File: config.mk
export PLATFORM = sky130hd
export DESIGN_NAME = sync_fifo_flags
export DESIGN_NICKNAME = d
export VERILOG_FILES = /design/src/rtl/sync_fifo_flags.sv
export SDC_FILE = /design/constraint.sdc
export NUM_CORES = 1
export LEC_CHECK = 0
export ABC_AREA = 1
export CAP_MARGIN = 25
export CORE_ASPECT_RATIO = 2
export CORE_UTILIZATION = 40
export CTS_CLUSTER_DIAMETER = 80
export DETAILED_ROUTE_END_ITERATION = 7
export GPL_ROUTABILITY_DRIVEN = 0
export PLACE_DENSITY = 0.68
export SYNTH_ARGS = -nofsm -noshare
export SYNTH_HDL_FRONTEND = slang
export SYNTH_SLANG_ARGS = --single-unit
File: constraint.sdc
create_clock -name clk_i -period 2.45 [get_ports clk_i]
set_input_delay 0.245 -clock clk_i [delete_from_list [all_inputs] [get_ports clk_i]]
set_output_delay 0.245 -clock clk_i [all_outputs]
set_load 0.1 [all_outputs]
File: src/rtl/sync_fifo_flags.sv
// Single-clock FIFO with a separate occupancy count, almost-full/almost-empty thresholds,
// sticky overflow/underflow flags and a build-time choice of registered or FWFT read data.
module sync_fifo_flags #(
  parameter int unsigned DATA_WIDTH = 8,
  parameter int unsigned DEPTH      = 8,
  parameter int unsigned AF_LEVEL   = DEPTH - 2,
  parameter int unsigned AE_LEVEL   = 2,
  parameter int unsigned FWFT       = 0
) (
  input  logic                       clk_i,
  input  logic                       rst_ni,
  input  logic                       wr_en_i,
  input  logic [DATA_WIDTH-1:0]      wr_data_i,
  input  logic                       rd_en_i,
  output logic [DATA_WIDTH-1:0]      rd_data_o,
  output logic                       full_o,
  output logic                       empty_o,
  output logic                       almost_full_o,
  output logic                       almost_empty_o,
  output logic [$clog2(DEPTH):0]     count_o,
  output logic                       overflow_o,
  output logic                       underflow_o,
  input  logic                       clr_err_i
);

  localparam int unsigned AW = $clog2(DEPTH);
  localparam int unsigned CW = AW + 1;
  localparam logic [CW-1:0] DepthC = CW'(DEPTH);
  localparam logic [CW-1:0] AfLvl  = CW'(AF_LEVEL);
  localparam logic [CW-1:0] AeLvl  = CW'(AE_LEVEL);

  if (DEPTH < 2 || (DEPTH & (DEPTH - 1)) != 0) begin : gen_bad_depth
    $error("sync_fifo_flags: DEPTH must be a power of two >= 2");
  end
  if (AF_LEVEL < 1 || AF_LEVEL > DEPTH) begin : gen_bad_af
    $error("sync_fifo_flags: AF_LEVEL out of range 1..DEPTH");
  end
  if (AE_LEVEL > DEPTH - 1) begin : gen_bad_ae
    $error("sync_fifo_flags: AE_LEVEL out of range 0..DEPTH-1");
  end

  logic [DATA_WIDTH-1:0] mem_q [DEPTH];
  logic [AW-1:0]         wr_ptr_q, wr_ptr_d, rd_ptr_q, rd_ptr_d;
  logic [CW-1:0]         count_q, count_d;
  logic                  overflow_q, overflow_d, underflow_q, underflow_d;
  logic                  wr_accept, rd_accept;

  assign full_o         = (count_q == DepthC);
  assign empty_o        = (count_q == '0);
  assign almost_full_o  = (count_q >= AfLvl);
  assign almost_empty_o = (count_q <= AeLvl);
  assign count_o        = count_q;
  assign overflow_o     = overflow_q;
  assign underflow_o    = underflow_q;

  // A full FIFO can still take a write when the head word leaves in the same cycle.
  assign rd_accept = rd_en_i && !empty_o;
  assign wr_accept = wr_en_i && (!full_o || rd_accept);

  always_comb begin
    wr_ptr_d = wr_ptr_q;
    rd_ptr_d = rd_ptr_q;
    count_d  = count_q;
    if (wr_accept) wr_ptr_d = wr_ptr_q + 1'b1;
    if (rd_accept) rd_ptr_d = rd_ptr_q + 1'b1;
    if (wr_accept && !rd_accept) begin
      count_d = count_q + 1'b1;
    end else if (!wr_accept && rd_accept) begin
      count_d = count_q - 1'b1;
    end
    // A new error event takes priority over a clear in the same cycle.
    overflow_d  = clr_err_i ? 1'b0 : overflow_q;
    underflow_d = clr_err_i ? 1'b0 : underflow_q;
    if (wr_en_i && !wr_accept) overflow_d  = 1'b1;
    if (rd_en_i && empty_o)    underflow_d = 1'b1;
  end

  always_ff @(posedge clk_i or negedge rst_ni) begin
    if (!rst_ni) begin
      wr_ptr_q    <= '0;
      rd_ptr_q    <= '0;
      count_q     <= '0;
      overflow_q  <= 1'b0;
      underflow_q <= 1'b0;
    end else begin
      wr_ptr_q    <= wr_ptr_d;
      rd_ptr_q    <= rd_ptr_d;
      count_q     <= count_d;
      overflow_q  <= overflow_d;
      underflow_q <= underflow_d;
    end
  end

  always_ff @(posedge clk_i) begin
    if (wr_accept) mem_q[wr_ptr_q] <= wr_data_i;
  end

  if (FWFT == 0) begin : gen_std
    logic [DATA_WIDTH-1:0] rd_data_q;
    always_ff @(posedge clk_i or negedge rst_ni) begin
      if (!rst_ni) begin
        rd_data_q <= '0;
      end else if (rd_accept) begin
        rd_data_q <= mem_q[rd_ptr_q];
      end
    end
    assign rd_data_o = rd_data_q;
  end else begin : gen_fwft
    assign rd_data_o = empty_o ? '0 : mem_q[rd_ptr_q];
  end

endmodule

==> results of run 1 <==
-- stage by stage --
step / worst slack (ps) / utilization, % / power, mW / hold slack (ps)
after floorplan: 103 / - / 4.27 / -50.6
after global placement: 145 / 46.0 / 4.83 / 467
after detailed placement: 67.5 / 46.0 / 4.90 / 469
after CTS: 236 / 48.9 / 6.08 / 271
after global routing: 112 / 48.9 / 6.36 / 306
final: 248 / 48.9 / 6.03 / 268
-- flip-flops by register name, summed over array words and instances (netlist names) --
signal	count
mem_q	64
overflow_o	1
wr_ptr_q	3
underflow_o	1
rd_ptr_q	3
count_o	4
rd_data_o	8
-- routing by layer --
layer,track usage [%],up-vias
met5,0,-
met4,10.4,0
met3,3.34,26
met2,32.2,60
met1,17.2,1187
li1,-,1257
-- worst max-delay path: stages (launching register included) --
cell	delay, ps
dfrtp_2	480
nor2_2	160
nand4_2	120
nand2_2	120
inv_1	90
ha_1	230
inv_1	90
ha_1	250
or2_2	310
nand2_1	70
nand3_1	60
nand2_1	60
nand2_1	40
nand2_1	50
-- layout by cell type (no fill, tap or decap), types with 3 or more instances in the layout --
master           Yosys  final
edfxtp_1            64     64
clkbuf_1             0      4
inv_2                3      3
inv_1               62     62
nor2_1              10     10
clkdlybuf4s50_1      0     12
xnor2_1              3      3
ha_1                 5      5
dfrtp_1             20     16
nand3_1             50     50
nand2_1            122    122
clkinv_2             0      3
dfrtp_2              0      4
buf_4                1     32
o21ai_0              5      4
clkbuf_16            0      9
-- logic make-up (layout without fill, tap and decap cells) --
| family | Yosys count | after routing | synth area share, % |
|---|---|---|---|
| buffers and inverters | 79 | 126 | 9.28 |
| AOI/OAI and AO/OA | 8 | 8 | 1.14 |
| adders and majority gates | 6 | 6 | 2.21 |
| DFF | 84 | 84 | 64.8 |
| and+or+nand+nor | 189 | 189 | 21.4 |
| xor gates and xnor gates | 5 | 5 | 1.17 |
-- synthesized netlist by cell type (all sizes together) --
| cell type | n |
|---|---|
| o21ai | 6 |
| nand2 | 124 |
| xnor2 | 3 |
| or2 | 2 |
| buf | 13 |
| clkinv | 1 |
| dfrtp | 20 |
| nand4 | 1 |
| xor2 | 2 |
| nor4 | 1 |
| edfxtp | 64 |
| nand3 | 50 |
| inv | 65 |
| fa | 1 |
| nor2 | 11 |
| ha | 5 |
| o22ai | 2 |
-- power breakdown --
part           internal (mW)  total (mW)  switching, mW
Clock                  0.682        1.17          0.484
Sequential              1.84        2.05          0.214
Combinational          0.712        2.81           2.10
-- final cells by class --
type,instances,area [µm²]
fill,788,4610
sequential,84,2430
multi-input combinational,208,986
timing repair buffer,44,360
inverter,66,248
clock buffer,13,240
tap,102,128
clock inverter,3,15.0
-- worst max path at each step --
| stage | from | to | slack [ps] |
|---|---|---|---|
| 2_1_floorplan | count_o[0] | count_o[3] | 100 |
| 3_3_place_gp | rd_en_i | count_o[3] | 140 |
| 4_1_cts | count_o[0] | count_o[3] | 240 |
| 3_5_place_dp | rd_en_i | count_o[3] | 70 |
| 5_1_grt | count_o[0] | count_o[3] | 110 |
| 6_report | count_o[0] | count_o[3] | 250 |
==> impl_metrics.ini, run 1 <==
[clock_network]
clkSlewWorstSetupHoldPaths_ps = 60
root_buffer = clkbuf_16
cts.repair_timing.setup_buffer_count = 0
post_cts.resized_instances = 0
cts_hold_buf = 0
cts_tree = built
clkSinkCount = 84
max_buffers_root_to_sink = 2
htree_num_levels = 3
clk_latency_ps = 330
number_of_buffers_inserted_during_clock_tree_synthesis = 9

[hold_path]
min-delay-path-class = primary input to asynchronous set/reset pin

[synth]
sequential_fraction_of_the_synthesis_area_pct = 64.8
synthesis.nets = 390
netlist_area_before_placement_um2 = 3740
postSynthCellCount = 371
yosys_register_bits = 84
synth_area_per_cell_um2 = 10.1
yosys.area.top_type_share_pct = 51.4
post-synth-top-area-cell = edfxtp_1
yosys-top-cells-area = edfxtp_1, dfrtp_1, nand2_1, nand3_1, inv_1
yosysUniqueCellTypes = 24
ys.warnings.count = 0

[drt]
detail_route.wirelength_mm = 7.77
total_met3_wirelength_after_detailed_routing_um = 266
average_via_count_per_standard_cell = 4.87
drt_iter0_drc = 81
drc = 0
highest-signal-layer = met4
wl_per_cell_um = 14.9
wl_met1_mm = 2.76
wl_met2_mm = 4.45
ant_nets = 0
drtPass1Iterations = 4
via_count = 2530

[sta]
worst_clock_skew_ps = 10.2
hold_violations = 0
timing_worst_slew_pin_value_ps = 574
timing.final.crit_share_pct = 89.9
tmin_final_ps = 2200
slew_violations = 0
grt_setup_unrepaired = false
achievable-frequency_ghz = 0.454
max-slew-margin-rel_pct = 61.7
timing.final.setup_violations = 0
setup_tns_ps = 0

[layout]
finalNetCount = 432
antenna_diode_count = 0
synth_to_final_area_change_pct = 17.9
final_cell_area_um2 = 4400
layoutNonFillerInstCount = 520
post_route_cells_drive_above_1_share_pct = 14.1

[floorplanning]
dieWidth_um = 70.3
io_pins = 31
initial_cell_density_of_the_core_pct = 41.5
fp-row-count = 49
core_area_um2 = 9010
total_die_area_um2 = 9750
die_height_um = 139

[setup_path]
r2r_slack_ps = 250
cp_data_arrival_time_ps = 2470
worst-setup-path-type = flop to flop
worstSetupStartpointType = flop
r2r_end = count_o[3]
timing.reg2reg.worst_path_depth = 13
crit_path_max_fanout = 7
timing.critical_path.to_type = flop
worstReg2RegStart = count_o[0]
timing.critical_path.required_ps = 2720

[place]
port-buffer-count = 30
post_place_cell_area_um2 = 4150
detailedPlacementHpwl_mm = 5.47
placedCellCount = 504

[global_route]
grt_pass1_wl_mm = 12.6
grt_pass1_vias = 2586
grt_overflow_total = 0
grt_start_max_net_pins = 34
antenna_violations_before_repair = 0
grt_use_total_pct = 17.4

[power_and_ir_drop]
power.leakage_nw = 2.01
power.ir.vdd_worst_mv = 1.05
p_per_area_nw_per_um2 = 1370

[status]
status = completed

[job]
drv_cap = 0
Note: power is estimated with default switching activity, not from simulation.
==> run 2: changes to the inputs <==
==> constraint.sdc (replaced) <==
create_clock -name clk_i -period 2.2 [get_ports clk_i]
set_input_delay 0.22 -clock clk_i [delete_from_list [all_inputs] [get_ports clk_i]]
set_output_delay 0.22 -clock clk_i [all_outputs]
set_load 0.1 [all_outputs]
==> impl_metrics.ini, run 2 (synthesis gave the netlist of run 1 again) <==
[status]
status = completed

[sta]
worst_clock_skew_ps = 9.62
hold_ws_ps = 308
achievable-frequency_ghz = 0.488
timing.final.setup_violations = 0
timing_worst_slew_pin_value_ps = 711
tmin_final_ps = 2050
slew_violations = 0
hold_violations = 0
max-slew-margin-rel_pct = 52.5
timing.final.crit_share_pct = 93.2

[drt]
total_met3_wirelength_after_detailed_routing_um = 213
ant_nets = 0
wl_per_cell_um = 15.3
detail_route.wirelength_mm = 8.05
wl_met1_mm = 3.03
highest-signal-layer = met4
drtPass1Iterations = 4
drc = 0
average_via_count_per_standard_cell = 4.89
drt_iter0_drc = 100
via_count = 2565
wl_met2_mm = 4.62

[power_and_ir_drop]
p_per_area_nw_per_um2 = 1560
power.leakage_nw = 2.05
power.ir.vdd_worst_mv = 1.31
post-layout-total-power_mw = 7.05

[job]
drv_cap = 0

[clock_network]
htree_num_levels = 3
clkSinkCount = 84
max_buffers_root_to_sink = 2
clk_latency_ps = 340
number_of_buffers_inserted_during_clock_tree_synthesis = 9
cts_tree = built
clkSlewWorstSetupHoldPaths_ps = 60
root_buffer = clkbuf_16

[layout]
post_route_cells_drive_above_1_share_pct = 17.0
synth_to_final_area_change_pct = 21.1
finalCoreUtilization_pct = 50.2
final_cell_area_um2 = 4530
layout.cells.most_common = nand2_1
antenna_diode_count = 0
mostFrequentLayoutCells = nand2_1, edfxtp_1, inv_1
largest_register_ffs = 64
layoutNonFillerInstCount = 525
finalNetCount = 437
register_bank_with_the_most_flops = mem_q

[global_route]
antenna_violations_before_repair = 0
grt_use_total_pct = 17.7
grt_overflow_total = 0
grt_pass1_vias = 2492
grt_start_max_net_pins = 34
grt_pass1_wl_mm = 12.6

[setup_path]
cp_data_arrival_time_ps = 2330
worstReg2RegStart = count_o[1]
timing.critical_path.to_type = flop
slowest_delay_ps = 520
critical_path_s_most_frequent_cell = nand2_1
worstSetupStartpointType = flop
worst-setup-path-type = flop to flop
timing.critical_path.required_ps = 2480
timing.reg2reg.worst_path_depth = 13
cp_slowest_cell = dfrtp_4
r2r_end = count_o[3]
crit_path_max_fanout = 6
r2r_slack_ps = 150
sequence_of_cells_on_the_critical_path = nor2_4 > nand4_2 > nand2_2 > inv_2 > ha_4 > inv_2 > ha_1 > or2_2 > nand2_1 > nand3_1 > nand2_1 > nand2_1 > nand2_1

[floorplanning]
io_pins = 31
total_die_area_um2 = 9750
die_height_um = 139
dieWidth_um = 70.3
core_area_um2 = 9010
fp-row-count = 49
initial_cell_density_of_the_core_pct = 41.5

[place]
detailedPlacementHpwl_mm = 5.41
port-buffer-count = 30
post_place_cell_area_um2 = 4200
placedCellCount = 505

[hold_path]
min-delay-path-class = primary input to asynchronous set/reset pin
-- run 2: per-stage QoR --
step                setup WS, ps  TNS, ps
floorplan                   22.0        0
global placement            50.1        0
detailed placement          12.8        0
CTS                          120        0
global route               -1.05    -1.05
finish                       150        0
-- run 2: layout make-up --
cell class / count / area (µm²)
timing repair buffer: 49 / 410
multi-input combinational: 208 / 1010
tap: 102 / 128
sequential: 84 / 2440
inverter: 66 / 248
clock inverter: 5 / 51.3
fill: 803 / 4490
clock buffer: 11 / 243
-- run 2: metal layers --
metal  GRT usage, %  vias up
met4           9.47        0
met5              0        -
met2           33.0       47
met1           18.2     1235
met3           2.91       13
li1               -     1270
-- run 2: where the power goes --
group | internal [mW] | switching, mW | leakage, nW | total, mW
Sequential | 2.07 | 0.197 | 0.822 | 2.26
Combinational | 0.876 | 2.43 | 1.08 | 3.31
Clock | 0.902 | 0.574 | 0.143 | 1.48
Total | 3.84 | 3.20 | 2.05 | 7.05
-- run 2: critical path: cells and delay by family (launching register included) --
kind	cells	cell delay (ps)
and+or+nand+nor	9	930
DFF	1	520
adders and majority gates	2	410
buffers and inverters	2	130
-- run 2: how the worst max path moves through the flow --
stage | start | end | slack (ps) | cells after the start
final | count_o[1] | count_o[3] | 150 | 13
after global routing | count_o[1] | count_o[3] | -1 | 13
after CTS | count_o[1] | count_o[3] | 120 | 13
after detailed placement | rd_en_i | count_o[3] | 10 | 13
after global placement | rd_en_i | count_o[3] | 50 | 14
after floorplan | count_o[1] | count_o[3] | 20 | 12
-- run 2: timing repair --
action,4_1_cts,5_1_grt
setup endpoints to repair,0,1
hold buffers,0,0
setup buffers,0,4
resized for setup,0,1
